===== config.mk =====
export PLATFORM = sky130hd
export DESIGN_NAME = genius_controller
export DESIGN_NICKNAME = d
export VERILOG_FILES = /design/src/rtl/genius_controller.sv
export SDC_FILE = /design/constraint.sdc
export NUM_CORES = 1
export LEC_CHECK = 0
export CAP_MARGIN = 10
export CELL_PAD_IN_SITES_DETAIL_PLACEMENT = 0
export CELL_PAD_IN_SITES_GLOBAL_PLACEMENT = 1
export CORE_MARGIN = 2
export CORE_UTILIZATION = 35
export CTS_CLUSTER_DIAMETER = 100
export DETAILED_ROUTE_END_ITERATION = 12
export PLACE_DENSITY = 0.84
export SETUP_SLACK_MARGIN = 0.5
export SLEW_MARGIN = 20
export SYNTH_ARGS = -nofsm -noshare
export SYNTH_HDL_FRONTEND = slang
export SYNTH_SLANG_ARGS = --single-unit
export TNS_END_PERCENT = 100

===== constraint.sdc =====
create_clock -name CLOCK_50 -period 1.8 [get_ports CLOCK_50]
set_input_delay 0.18 -clock CLOCK_50 [delete_from_list [all_inputs] [get_ports CLOCK_50]]
set_output_delay 0.18 -clock CLOCK_50 [all_outputs]
set_load 0.005 [all_outputs]

===== src/rtl/genius_controller.sv =====
// Moore sequencing FSM for the Genius memory game: setup, FPGA playback, user entry,
// check, round advance and result display.
module genius_controller #(
  parameter int unsigned NEXT_GAP = 2
) (
  input  logic       CLOCK_50,
  input  logic       reset,
  input  logic       enter,
  input  logic       end_FPGA,
  input  logic       end_User,
  input  logic       end_time,
  input  logic       win,
  input  logic       match,
  output logic       R1,
  output logic       R2,
  output logic       E1,
  output logic       E2,
  output logic       E3,
  output logic       E4,
  output logic       SEL,
  output logic [2:0] state_o
);

  // state      | meaning
  // INIT       | reset setup/round/divider and per-round counters
  // SETUP      | user chooses level; enter starts the game
  // PLAY_FPGA  | FPGA plays the sequence back
  // PLAY_USER  | user enters the sequence under a time limit
  // CHECK      | compare user sequence against the FPGA sequence
  // NEXT_ROUND | advance round, clear per-round counters for NEXT_GAP cycles
  // RESULT     | show result screen; enter returns to INIT
  typedef enum logic [2:0] {
    INIT       = 3'd0,
    SETUP      = 3'd1,
    PLAY_FPGA  = 3'd2,
    PLAY_USER  = 3'd3,
    CHECK      = 3'd4,
    NEXT_ROUND = 3'd5,
    RESULT     = 3'd6
  } state_t;

  localparam logic [3:0] GAP_LAST = 4'(NEXT_GAP - 1);

  state_t     state, state_nxt;
  logic       enter_q;
  logic       enter_p;
  logic [3:0] gap_cnt;

  assign enter_p = enter & ~enter_q;

  always_ff @(posedge CLOCK_50) begin
    if (reset) begin
      state   <= INIT;
      enter_q <= 1'b0;
      gap_cnt <= 4'd0;
    end else begin
      state   <= state_nxt;
      enter_q <= enter;
      // Held at zero outside NEXT_ROUND so every entry starts a fresh count.
      gap_cnt <= (state == NEXT_ROUND) ? gap_cnt + 4'd1 : 4'd0;
    end
  end

  always_comb begin
    state_nxt = state;
    R1  = 1'b0;
    R2  = 1'b0;
    E1  = 1'b0;
    E2  = 1'b0;
    E3  = 1'b0;
    E4  = 1'b0;
    SEL = 1'b1;
    case (state)
      INIT: begin
        R1 = 1'b1;
        R2 = 1'b1;
        state_nxt = SETUP;
      end
      SETUP: begin
        E1 = 1'b1;
        if (enter_p) state_nxt = PLAY_FPGA;
      end
      PLAY_FPGA: begin
        E3 = 1'b1;
        if (end_FPGA) state_nxt = PLAY_USER;
      end
      PLAY_USER: begin
        E2 = 1'b1;
        if (end_User)      state_nxt = CHECK;
        else if (end_time) state_nxt = RESULT;
      end
      CHECK: begin
        state_nxt = (match && !win) ? NEXT_ROUND : RESULT;
      end
      NEXT_ROUND: begin
        R2 = 1'b1;
        E4 = (gap_cnt == 4'd0);
        if (gap_cnt == GAP_LAST) state_nxt = PLAY_FPGA;
      end
      RESULT: begin
        SEL = 1'b0;
        if (enter_p) state_nxt = INIT;
      end
      default: state_nxt = INIT;
    endcase
  end

  assign state_o = state;

endmodule

* Word-level counts from Yosys, hierarchy flattened
Cells that the tools add are included.
** Word-level totals
- Flip-flop bits (word level) :: 8
- Input bits :: 8
- Logic and storage cells :: 41
** Cells by class
- Add/subtract/negate cells :: 1
- Equality and inequality tests :: 12
- Mux-type cells :: 15
- Bitwise operators :: 3
- Reduce and logical (&&, ||, !) cells :: 7
** Operator list (count)
- $pmux 3 s7 :: 1
- $mux 3 :: 6
- $eq 3x3->1 const B :: 3
- $mux 1 :: 7
- $eq 3x2->1 const B :: 2
- $ne 2x2->1 const B :: 3
- $reduce_and 5->1 :: 1
- $add 4x1->4 const B :: 1
- $eq 4x1->1 const B :: 1
- $logic_not 4->1 :: 1
- $reduce_or 2->1 :: 2
- $eq 3x1->1 const B :: 1
- $logic_not 3->1 :: 1
- $ne 3x3->1 const B :: 1
- $mux 2 :: 1
- $ne 2x1->1 const B :: 1
- $not 1->1 :: 2
- $and 1x1->1 :: 1
- $logic_and 1x1->1 :: 1
- $logic_not 1->1 :: 1

* Depth between registers and ports, before layout
- Depth after elaboration :: 4
- Gate-level depth with buffers :: 5
- Mapped depth without buffers :: 5

* Least setup slack after synthesis
Ideal clock, no wire load.
- Path type :: register -> register
- Start point :: register state[2] (netlist: state_o[2])
- End point :: register state[1] (netlist: state_o[1])
- Library setup time :: 0.096 ns
- Data arrival time :: 1.125 ns
- Data required time :: 1.704 ns
- Slack :: 0.579 ns
- Cell stages (with the launch flop) :: 6
- Buffers on the path :: 1
- Clock period less this slack :: 1.221 ns
- Cells stage by stage :: dfxtp_1 -> buf_6 -> or3b_4 -> a21oi_4 -> o211ai_1 -> o41ai_2
** Between the ends
- Cells in the longest elaborated chain, start to end :: 3
- Elaborated cells between the ends (all ways) :: 14
- Classes of those cells :: 11 x eq/ne; 1 x mux; 2 x reduce/logical
** RTL lines
- start, declared :: RTL line 44 : state_t state, state_nxt;
- start signal, assigned :: RTL line 57 : state <= state_nxt;
- $eq 3x2->1 (tied with other cells) :: RTL line 73 : case (state)
- $ne 3x3->1 (no line) (tied with other cells)
- $reduce_and 5->1 (no line)
Several ways; a longest one is shown, not always the timed one.
A chain may end at the register's enable or synchronous reset.

* Worst setup path after layout
- Start point :: register state[1] (netlist: state_o[1])
- End point :: output E4
** Between the ends
- Cells in the longest elaborated chain, start to end :: 2
** RTL lines
- $eq 3x3->1 :: RTL line 73
- $mux 1 :: RTL line 73
- end, declared :: RTL line 19 : output logic E4,
Every way passes these cells.

==> flow_summary.json <==
{
  "status": "finished, final reports clean",
  "insertion_delay_ns": 0.26,
  "cts_sinks": 8,
  "finalNonFillerCells": 108,
  "rows": 14,
  "n_antenna_cell": 0,
  "syn_nets": 72,
  "num-fill-cells": 150,
  "clkTransAtPathRegs_ns": 0.06,
  "drv_cap": 0,
  "syn_area_per_cell_um2": 9.27,
  "synth.largest_area_cell": "dfxtp_1",
  "path_buf_inv": 2,
  "place_hpwl_um": 880,
  "synthCells": 61,
  "synthToLayoutAreaGrowth_pct": 52.4,
  "io_pins": 18,
  "start_util_pct": 37.5,
  "critPathTopFamily": "simple AND/OR/NAND/NOR gates",
  "vdd_drop_max_v": 0.000574,
  "placement.io_buffers": 17,
  "layout_min_cycle_time_ns": 1.43,
  "slew_headroom_pct": 76.0,
  "grt_pass1_vias": 519,
  "grt_pass1_wl_um": 2300,
  "vias": 539,
  "die-area_um2": 1950,
  "synth-main-ff-cell": "dfxtp_1",
  "critPathArrivalTime_ns": 1.25,
  "end_kind": "output port",
  "final-setup-viol-count": 0,
  "synthArstFlopShare_pct": 0,
  "grt_use_total_pct": 16.7,
  "die_x_um": 44.2,
  "synth_top_area_share_pct": 28.3,
  "nets": 105,
  "place.gp.congestion": 0.748,
  "cts_max_level": 1,
  "clockRootBuffer": "clkbuf_4",
  "drt_first_iter_violations": 3,
  "finalCritPeriodShare_pct": 79.3,
  "crit_slowest_cell": "dfxtp_4",
  "worstPathRequired_ns": 1.62,
  "cts-buffers-inserted": 3,
  "core_area_um2": 1510,
  "synth_edf_count": 0,
  "placed_cells": 93,
  "grt-ovfl-total": 0,
  "fin_util_pct": 57.2,
  "antenna_found_initial": 0,
  "worstSetupPathType": "flop to output port",
  "tns_ns": 0,
  "grt_max_degree": 9,
  "cts_tree": "built",
  "crit_path_max_incr_delay_ns": 0.35,
  "holdWs_ns": 0.489,
  "clock_path_buffers": 2,
  "drv_slew": 0,
  "yosys_warnings": 0,
  "hold_violations": 0,
  "dr.pass1.iters": 4,
  "synth_cell_type_count": 32,
  "wl_um": 1390,
  "power.density_nw_per_um2": 1140,
  "viasPerCell": 4.99,
  "startpoint_type": "flop",
  "ys_top_cells_by_area": "dfxtp_1, ha_1, buf_6",
  "critPathMaxFanout": 4,
  "worst_pin_slew_ns": 0.357,
  "skew_ns": 0.0118,
  "netlist_area_um2": 566,
  "hold_path.class": "flop to flop",
  "die_h_um": 44.2,
  "drive_above_1_share_pct": 47.8,
  "drt.antenna.violating_nets": 0,
  "ys_ff_latch": 8,
  "cp_cell_sequence": "buf_6, and3b_4, and3_1, buf_2",
  "drcViolationCount": 0,
  "p_leak_nw": 0.389,
  "wire_per_inst_um": 12.8,
  "synth-seq-area-share_pct": 28.3,
  "rsz0062_at_grt": "yes",
  "fmax_mhz": 700
}
-- synth_stat cells, types with 2 or more instances --
library cell  instances
and2b_2               3
nor3_1                2
nor2_1                4
dfxtp_1               8
inv_1                 4
o211ai_1              2
nand2_1               4
ha_1                  3
and3_1                2
nand3_1               2
nor2b_2               2
o21ai_0               3
buf_6                 3
-- kinds of logic after synthesis --
group | Yosys count | share of synthesized area, %
buf+inv | 7 | 8.63
fa+ha+maj | 3 | 6.64
flops | 8 | 28.3
compound gates | 13 | 20.8
xor+xnor | 2 | 3.10
simple gates | 28 | 32.5
-- worst paths after layout --
path                    from         end  slack, ns  cells after the start
setup / recovery  state_o[1]          E4       0.37                      4
hold / removal    gap_cnt[0]  gap_cnt[0]       0.49                      1
setup reg to reg  state_o[1]  state_o[0]       0.40                      6
hold reg to reg   gap_cnt[0]  gap_cnt[0]       0.49                      1
-- layer usage --
layer	part of all wire [%]	vias up	GRT usage [%]	routed length, um
li1	-	276	-	-
met1	41	249	18.0	572
met2	52	14	28.5	726
met3	6.2	0	8.16	86
met4	0	0	5.45	0
met5	0	-	0	0
-- cell type report --
type                       instances  area (um^2)  share of cell area (%)
clock buffer                       3         22.5                    2.61
inverter                           4         15.0                    1.74
multi-input combinational         46          385                    44.7
sequential                         8          171                    19.9
tap                               16         20.0                    2.32
timing repair buffer              31          248                    28.7
-- repair_timing --
| action | CTS | global route |
|---|---|---|
| setup endpoints to repair | 12 | 10 |
| hold buffers | 0 | 0 |
| pin swaps | 3 | 2 |
| setup buffers | 12 | 0 |
| gates resized for setup | 42 | 4 |
-- power breakdown --
group	internal [mW]	switching [mW]
Clock	0.0765	0.0645
Combinational	0.364	0.239
Sequential	0.214	0.0264
Total	0.654	0.330
-- stage by stage --
step / cell area (um^2) / power, mW / setup WS, ns
floorplan: 566 / 0.525 / 0.579
global placement: 737 / 0.699 / 0.198
detailed placement: 737 / 0.704 / 0.184
CTS: 855 / 0.962 / 0.373
global route: 862 / 1.06 / 0.317
finish: 862 / 0.984 / 0.372
-- state kept, by name, indices dropped and copies added (netlist names) --
name,count
enter_q,1
state_o,3
gap_cnt,4
-- cells in the final DEF (no fill, tap or decap), types with 4 or more instances in the layout --
| cell | netlist | layout |
|---|---|---|
| nand2_1 | 4 | 4 |
| buf_4 | 0 | 11 |
| buf_2 | 0 | 6 |
| clkdlybuf4s50_1 | 0 | 7 |
| nor2_1 | 4 | 4 |
| dfxtp_1 | 8 | 5 |
Power figures use the tool's default switching activity.
